<file path="src/rtl/fifo_pkg.sv">
// Shared FIFO constants and gray-code helpers used by both pointer domains.
package fifo_pkg;

  localparam int unsigned SYNC_STAGES = 2;
  localparam int unsigned DEF_ADDR_W  = 4;

  // Prefix-XOR from the MSB down; callers zero-extend narrower pointers.
  function automatic logic [31:0] gray2bin(input logic [31:0] g);
    logic [31:0] b;
    b[31] = g[31];
    for (int i = 30; i >= 0; i--) begin
      b[i] = b[i+1] ^ g[i];
    end
    return b;
  endfunction

endpackage

</file>
<file path="src/rtl/bin_to_gray.sv">
// Combinational binary-to-gray converter.
module bin_to_gray #(
  parameter int unsigned WIDTH = 5
) (
  input  logic [WIDTH-1:0] bin,
  output logic [WIDTH-1:0] gray
);

  assign gray = bin ^ (bin >> 1);

endmodule

</file>
<file path="src/rtl/fifo_wptr_ctrl.sv">
// Write-side pointer and full/almost-full/overflow flag generation for an async FIFO.
// Define FIFO_ALMOST_FULL_EN to build the almost_full occupancy comparator.
module fifo_wptr_ctrl
  import fifo_pkg::*;
#(
  parameter int unsigned ADDR_W   = DEF_ADDR_W,
  parameter int unsigned AF_LEVEL = (1 << ADDR_W) - 2
) (
  input  logic              clk,
  input  logic              rst,
  input  logic              push,
  input  logic [ADDR_W:0]   rptr_gray_async,
  output logic              wr_en,
  output logic [ADDR_W-1:0] waddr,
  output logic [ADDR_W:0]   wptr_gray,
  output logic              full,
  output logic              almost_full,
  output logic              overflow
);

  localparam int unsigned PTR_W = ADDR_W + 1;

  logic [PTR_W-1:0] wbin;
  logic [PTR_W-1:0] wbin_next;
  logic [PTR_W-1:0] gray_next;
  logic [PTR_W-1:0] rq1;
  logic [PTR_W-1:0] rq2;
  logic [PTR_W-1:0] full_ptr;
  logic             unused_cfg;

  assign unused_cfg = ^{32'(AF_LEVEL), 32'(SYNC_STAGES)};

  assign wr_en     = push & ~full & ~rst;
  assign wbin_next = wbin + PTR_W'(wr_en);
  assign waddr     = wbin[ADDR_W-1:0];

  // Write pointer that has lapped the synchronized read pointer exactly once.
  assign full_ptr = {~rq2[ADDR_W:ADDR_W-1], rq2[ADDR_W-2:0]};

  bin_to_gray #(
    .WIDTH (PTR_W)
  ) u_bin_to_gray (
    .bin  (wbin_next),
    .gray (gray_next)
  );

  always_ff @(posedge clk) begin
    if (rst) begin
      wbin      <= '0;
      wptr_gray <= '0;
      rq1       <= '0;
      rq2       <= '0;
      full      <= 1'b0;
      overflow  <= 1'b0;
    end else begin
      rq1       <= rptr_gray_async;
      rq2       <= rq1;
      wbin      <= wbin_next;
      wptr_gray <= gray_next;
      full      <= (gray_next == full_ptr);
      overflow  <= push & full;
    end
  end

`ifdef FIFO_ALMOST_FULL_EN
  logic [PTR_W-1:0] rbin;
  logic [PTR_W-1:0] occupancy;
  logic             af_next;

  // Occupancy against the synchronized (stale) read pointer is pessimistic.
  assign rbin      = PTR_W'(gray2bin(32'(rq2)));
  assign occupancy = wbin_next - rbin;
  assign af_next   = (32'(occupancy) >= AF_LEVEL);

  always_ff @(posedge clk) begin
    if (rst) begin
      almost_full <= 1'b0;
    end else begin
      almost_full <= af_next;
    end
  end
`else
  assign almost_full = 1'b0;
`endif

endmodule

</file>
<file path="config.mk">
export PLATFORM = sky130hd
export DESIGN_NAME = fifo_wptr_ctrl
export DESIGN_NICKNAME = d
export VERILOG_FILES = /design/src/rtl/fifo_pkg.sv /design/src/rtl/bin_to_gray.sv /design/src/rtl/fifo_wptr_ctrl.sv
export SDC_FILE = /design/constraint.sdc
export NUM_CORES = 1
export LEC_CHECK = 0
export ABC_AREA = 1
export CAP_MARGIN = 10
export CORE_MARGIN = 3
export CORE_UTILIZATION = 40
export DETAILED_ROUTE_END_ITERATION = 8
export HOLD_SLACK_MARGIN = 0.02
export PLACE_DENSITY = 0.68
export SYNTH_ARGS = -nofsm -noshare
export SYNTH_HDL_FRONTEND = slang
export SYNTH_SLANG_ARGS = --single-unit
</file>
<file path="constraint.sdc">
create_clock -name clk -period 6.27 [get_ports clk]
set_clock_uncertainty 0.15 [all_clocks]
set_input_delay 1.881 -clock clk [delete_from_list [all_inputs] [get_ports clk]]
set_output_delay 1.881 -clock clk [all_outputs]
set_load 0.1 [all_outputs]
</file>
-- After elaboration in Yosys (flattened, before gate mapping)
Cells that the tools add are included.
Widths: inputs -> output; s select.
- register bits: 22
- input port bits: 8
- output and inout bits: 13
- add/subtract/negate cells: 1
- equal/unequal tests: 1
- bitwise logic cells: 7
- operators with widths (kind ; count):
    $add 5x1->5 ; 1
    $eq 5x5->1 ; 1
    $xor 5x4->5 ; 1
    $and 1x1->1 ; 3
    $not 1->1 ; 2
    $not 2->2 ; 1

-- Logic depth before layout (Yosys ltp)
- depth after elaboration: 6
- mapped depth: 14
- depth with buffers taken out: 14

-- Modules after synthesis
A second synthesis with hierarchy kept.
- cell total of the unflattened synthesis: 125
- area, all modules: 894.6 um2
- modules (own cells, without submodules) (module ; times used ; cells an instance ; area each (um2) ; sequential area each (um2)):
    fifo_wptr_ctrl ; 1 ; 107 ; 823.3 ; 440.4
    bin_to_gray ; 1 ; 18 ; 71.3 ; 0.0

-- Worst setup path after synthesis
No wires, ideal clock.
- path type: input-to-output
- start: in rst
- end: out wr_en
- arrival: 3.270 ns
- required time: 4.239 ns
- setup slack: 0.969 ns
- stages on the path: 3
- cells stage by stage: inv_1 nand2_1 nor2_1
- word-level cells in the longest chain between the ends: 2
- RTL lines (item ; line ; text):
    from (decl) ; fifo_wptr_ctrl.sv:10 ; input logic rst,
    $not 1->1 ; fifo_wptr_ctrl.sv:33 ; assign wr_en = push & ~full & ~rst;
    $and 1x1->1 ; fifo_wptr_ctrl.sv:33 ;
    to (decl) ; fifo_wptr_ctrl.sv:13 ; output logic wr_en,
No other way between the ends.

-- Worst setup path in the final report
Same ends and word-level chain as after synthesis.

==> impl_metrics.ini <==
[outcome]
outcome = complete, no violations

[critical_path]
crit_slowest_cell = clkdlybuf4s50_1
crit_fanout = 21
crit_path_cell_trace = clkdlybuf4s50_1 > buf_4 > inv_1 > nand2_1 > nor2_1 > buf_4
rr_startpoint = full
r2r-end = full
crit_path_end_kind = output port
worstPathArrival_ns = 3.09
cpMostUsedCell = buf_4
path_delay_family = buffers and inverters
start_kind = primary input
r2r_slack_ns = 4.29
rr_worst_depth = 12
crit_required_ns = 4.24
cpPeakStageDelay_ns = 0.39
critical_path_class = in2out
path_buf_inv = 4

[job]
cap_violations = 0

[synth]
ys_types = 18
synthAdderAreaFrac = 0.0283
ys.flop_type = dfxtp_1
synth_top_family_by_area = simple AND/OR/NAND/NOR gates
synth_top_cell_area_share = 0.475
yosysMostFrequentCell = nand2_1
syn_area_um2 = 885
synth-simple-area-share = 0.356
synth_top_area_cell = dfxtp_1
ys_seq_area_frac = 0.475
syn_avg_cell_area_um2 = 7.37
synth_edf_count = 0
synth-seq-cells = 21
synthCells = 120
synthArstFlopShare = 0
synth.area.top_cells = dfxtp_1 (48%), nand2_1 (11%), nor2_1 (8.5%)
yosys_warnings = 0
synth_commonest_cells = nand2_1 (27), dfxtp_1 (21), nor2_1 (20)
synth-compound-area-share = 0.0113
syn_nets = 130
synthMuxAreaShare = 0
synth_xor_area_frac = 0.00990

[clocking]
cts_sinks = 21
clk_pin_slew_ns = 0.12
cts_buffer_depth = 2
cts-root-buf = clkbuf_4
clock_latency_ns = 0.29
post_cts_buffers = 0
cts_resized = 0
numCtsBuffers = 3
cts_hold_buf = 0
h-tree-depth = 1
cts_tree = yes

[place]
io_buffers = 19
dp.cells = 163
gp_congestion = 0.807
hpwl_um = 1200
pre_cts_slack_ns = 1.13
placed_cell_area_um2 = 1090

[hold_path]
hp-class = reg2reg
hold_path_depth = 2
whs_endpoint = rq2[0]
hp-start = rq1[0]

[finish]
nets = 151
post-route-cell-area_um2 = 1110
seqCellArea_um2 = 420
drive_gt1_frac = 0.114
multi_input_area_um2 = 363
instances_no_fill = 167
fill_cells = 198
area_growth_syn_to_layout_pct = 26.0
antennaDiodeCount = 0

[pwr]
p_leak_nw = 0.514
seqPwrFrac = 0.573
vdd_drop_max_v = 0.000128
power.share.switching = 0.287
p_int_mw = 0.175
power.density_cell_area_nw_per_um2 = 220
p_sw_mw = 0.0703
power_frac_comb = 0.172
power.share.clock = 0.255

[floorplanning]
start_util = 0.437
die_h_um = 53.0
die_w_um = 53.0
rows = 16
core_um2 = 2020
io_pins = 21
die-area_um2 = 2810

[sta]
relSlewSlack = 0.351
period_minus_slack_ns = 5.13
timing.final.ws_setup_ns = 1.14
worst_pin_slew_ns = 0.970
period_share = 0.818
tns_ns = 0
hold_viol = 0
setup_viol = 0
drv_slew = 0
fmax_ghz = 0.195
rsz0062_at_grt = no

[global_route]
track_usage = 0.134
overflow = 0
first_global_vias = 684
antenna_found_initial = 0
grt_max_degree = 22
grt_pass1_wl_um = 2760

[drt]
drt_iter0_drc = 2
viasPerCell = 4.46
firstDrtPassIters = 2
wl_per_cell_um = 9.16
routed_wl_um = 1530
drc = 0
antenna_left = 0
vias = 745
-- cell type report --
class                      instances  area share
sequential                        21       0.377
multi-input combinational         75       0.325
timing repair buffer              20       0.175
inverter                          20      0.0673
tap                               27      0.0303
clock buffer                       3      0.0202
clock inverter                     1     0.00449
-- logic make-up after synthesis --
family / after synthesis
AOI/OAI and AO/OA: 2
xor gates and xnor gates: 1
adders and majority gates: 2
buffers and inverters: 24
DFF: 21
other: 1
and+or+nand+nor: 69
-- worst max path at each step --
stage / start / to / slack (ns) / cells past startpoint
floorplan: rst / wr_en / 0.97 / 3
global placement: rst / wr_en / 1.13 / 6
detailed placement: rst / wr_en / 1.13 / 6
CTS: rst / wr_en / 1.13 / 6
global route: rst / wr_en / 1.08 / 6
finish: rst / wr_en / 1.14 / 6
-- power by group through the flow --
stage / clock, mW / combinational (mW) / sequential (mW)
floorplan: 0 / 0.0182 / 0.157
global placement: 0 / 0.0424 / 0.143
detailed placement: 0 / 0.0425 / 0.143
CTS: 0.0665 / 0.0427 / 0.140
global route: 0.0710 / 0.0462 / 0.141
finish: 0.0625 / 0.0422 / 0.140
-- registers in the layout, summed over array words and instances, names as in the netlist --
name       cells
rq2            5
rq1            5
full           1
overflow       1
wptr_gray      5
wbin           4
-- per-layer routing --
layer | GRT usage | part of all wire | vias to the layer above
met5 | 0 | 0 | -
met4 | 0.0511 | 0.0065 | 0
met3 | 0.0338 | 0.042 | 2
met2 | 0.242 | 0.51 | 14
met1 | 0.148 | 0.44 | 330
li1 | - | - | 399
-- metrics by stage --
step / hold slack (ns) / util / power [mW]
finish: 0.263 / 0.551 / 0.245
CTS: 0.264 / 0.551 / 0.249
detailed placement: 0.243 / 0.538 / 0.186
global placement: 0.240 / 0.538 / 0.185
global route: 0.285 / 0.551 / 0.258
floorplan: 0.238 / - / 0.175
-- worst register-to-register path: stages, from the launching register on --
cell     delay [ns]
dfxtp_1        0.35
nor2_1         0.18
ha_1           0.25
ha_1           0.29
nand3_1        0.13
nand2_1        0.08
nand2_1        0.08
nand2_1        0.12
nand2_1        0.06
nand2_1        0.05
nand2_1        0.04
nand2_1        0.07
nor2_2         0.03
-- layout by cell type, fill, tap and decap left out --
| cell | Yosys | layout |
|---|---|---|
| a21oi_1 | 2 | 2 |
| buf_4 | 1 | 2 |
| clkbuf_4 | 0 | 3 |
| clkdlybuf4s50_1 | 0 | 18 |
| clkinv_2 | 0 | 1 |
| conb_1 | 1 | 1 |
| dfxtp_1 | 21 | 21 |
| ha_1 | 2 | 2 |
| inv_1 | 19 | 19 |
| inv_2 | 1 | 1 |
| nand2_1 | 27 | 27 |
| nand2_2 | 6 | 6 |
| nand3_1 | 7 | 7 |
| nand3_2 | 2 | 2 |
| nand3b_1 | 2 | 2 |
| nand4_1 | 4 | 4 |
| nor2_1 | 20 | 20 |
| nor2_2 | 1 | 1 |
| xor2_1 | 1 | 1 |
(Power assumes the default switching activity.)
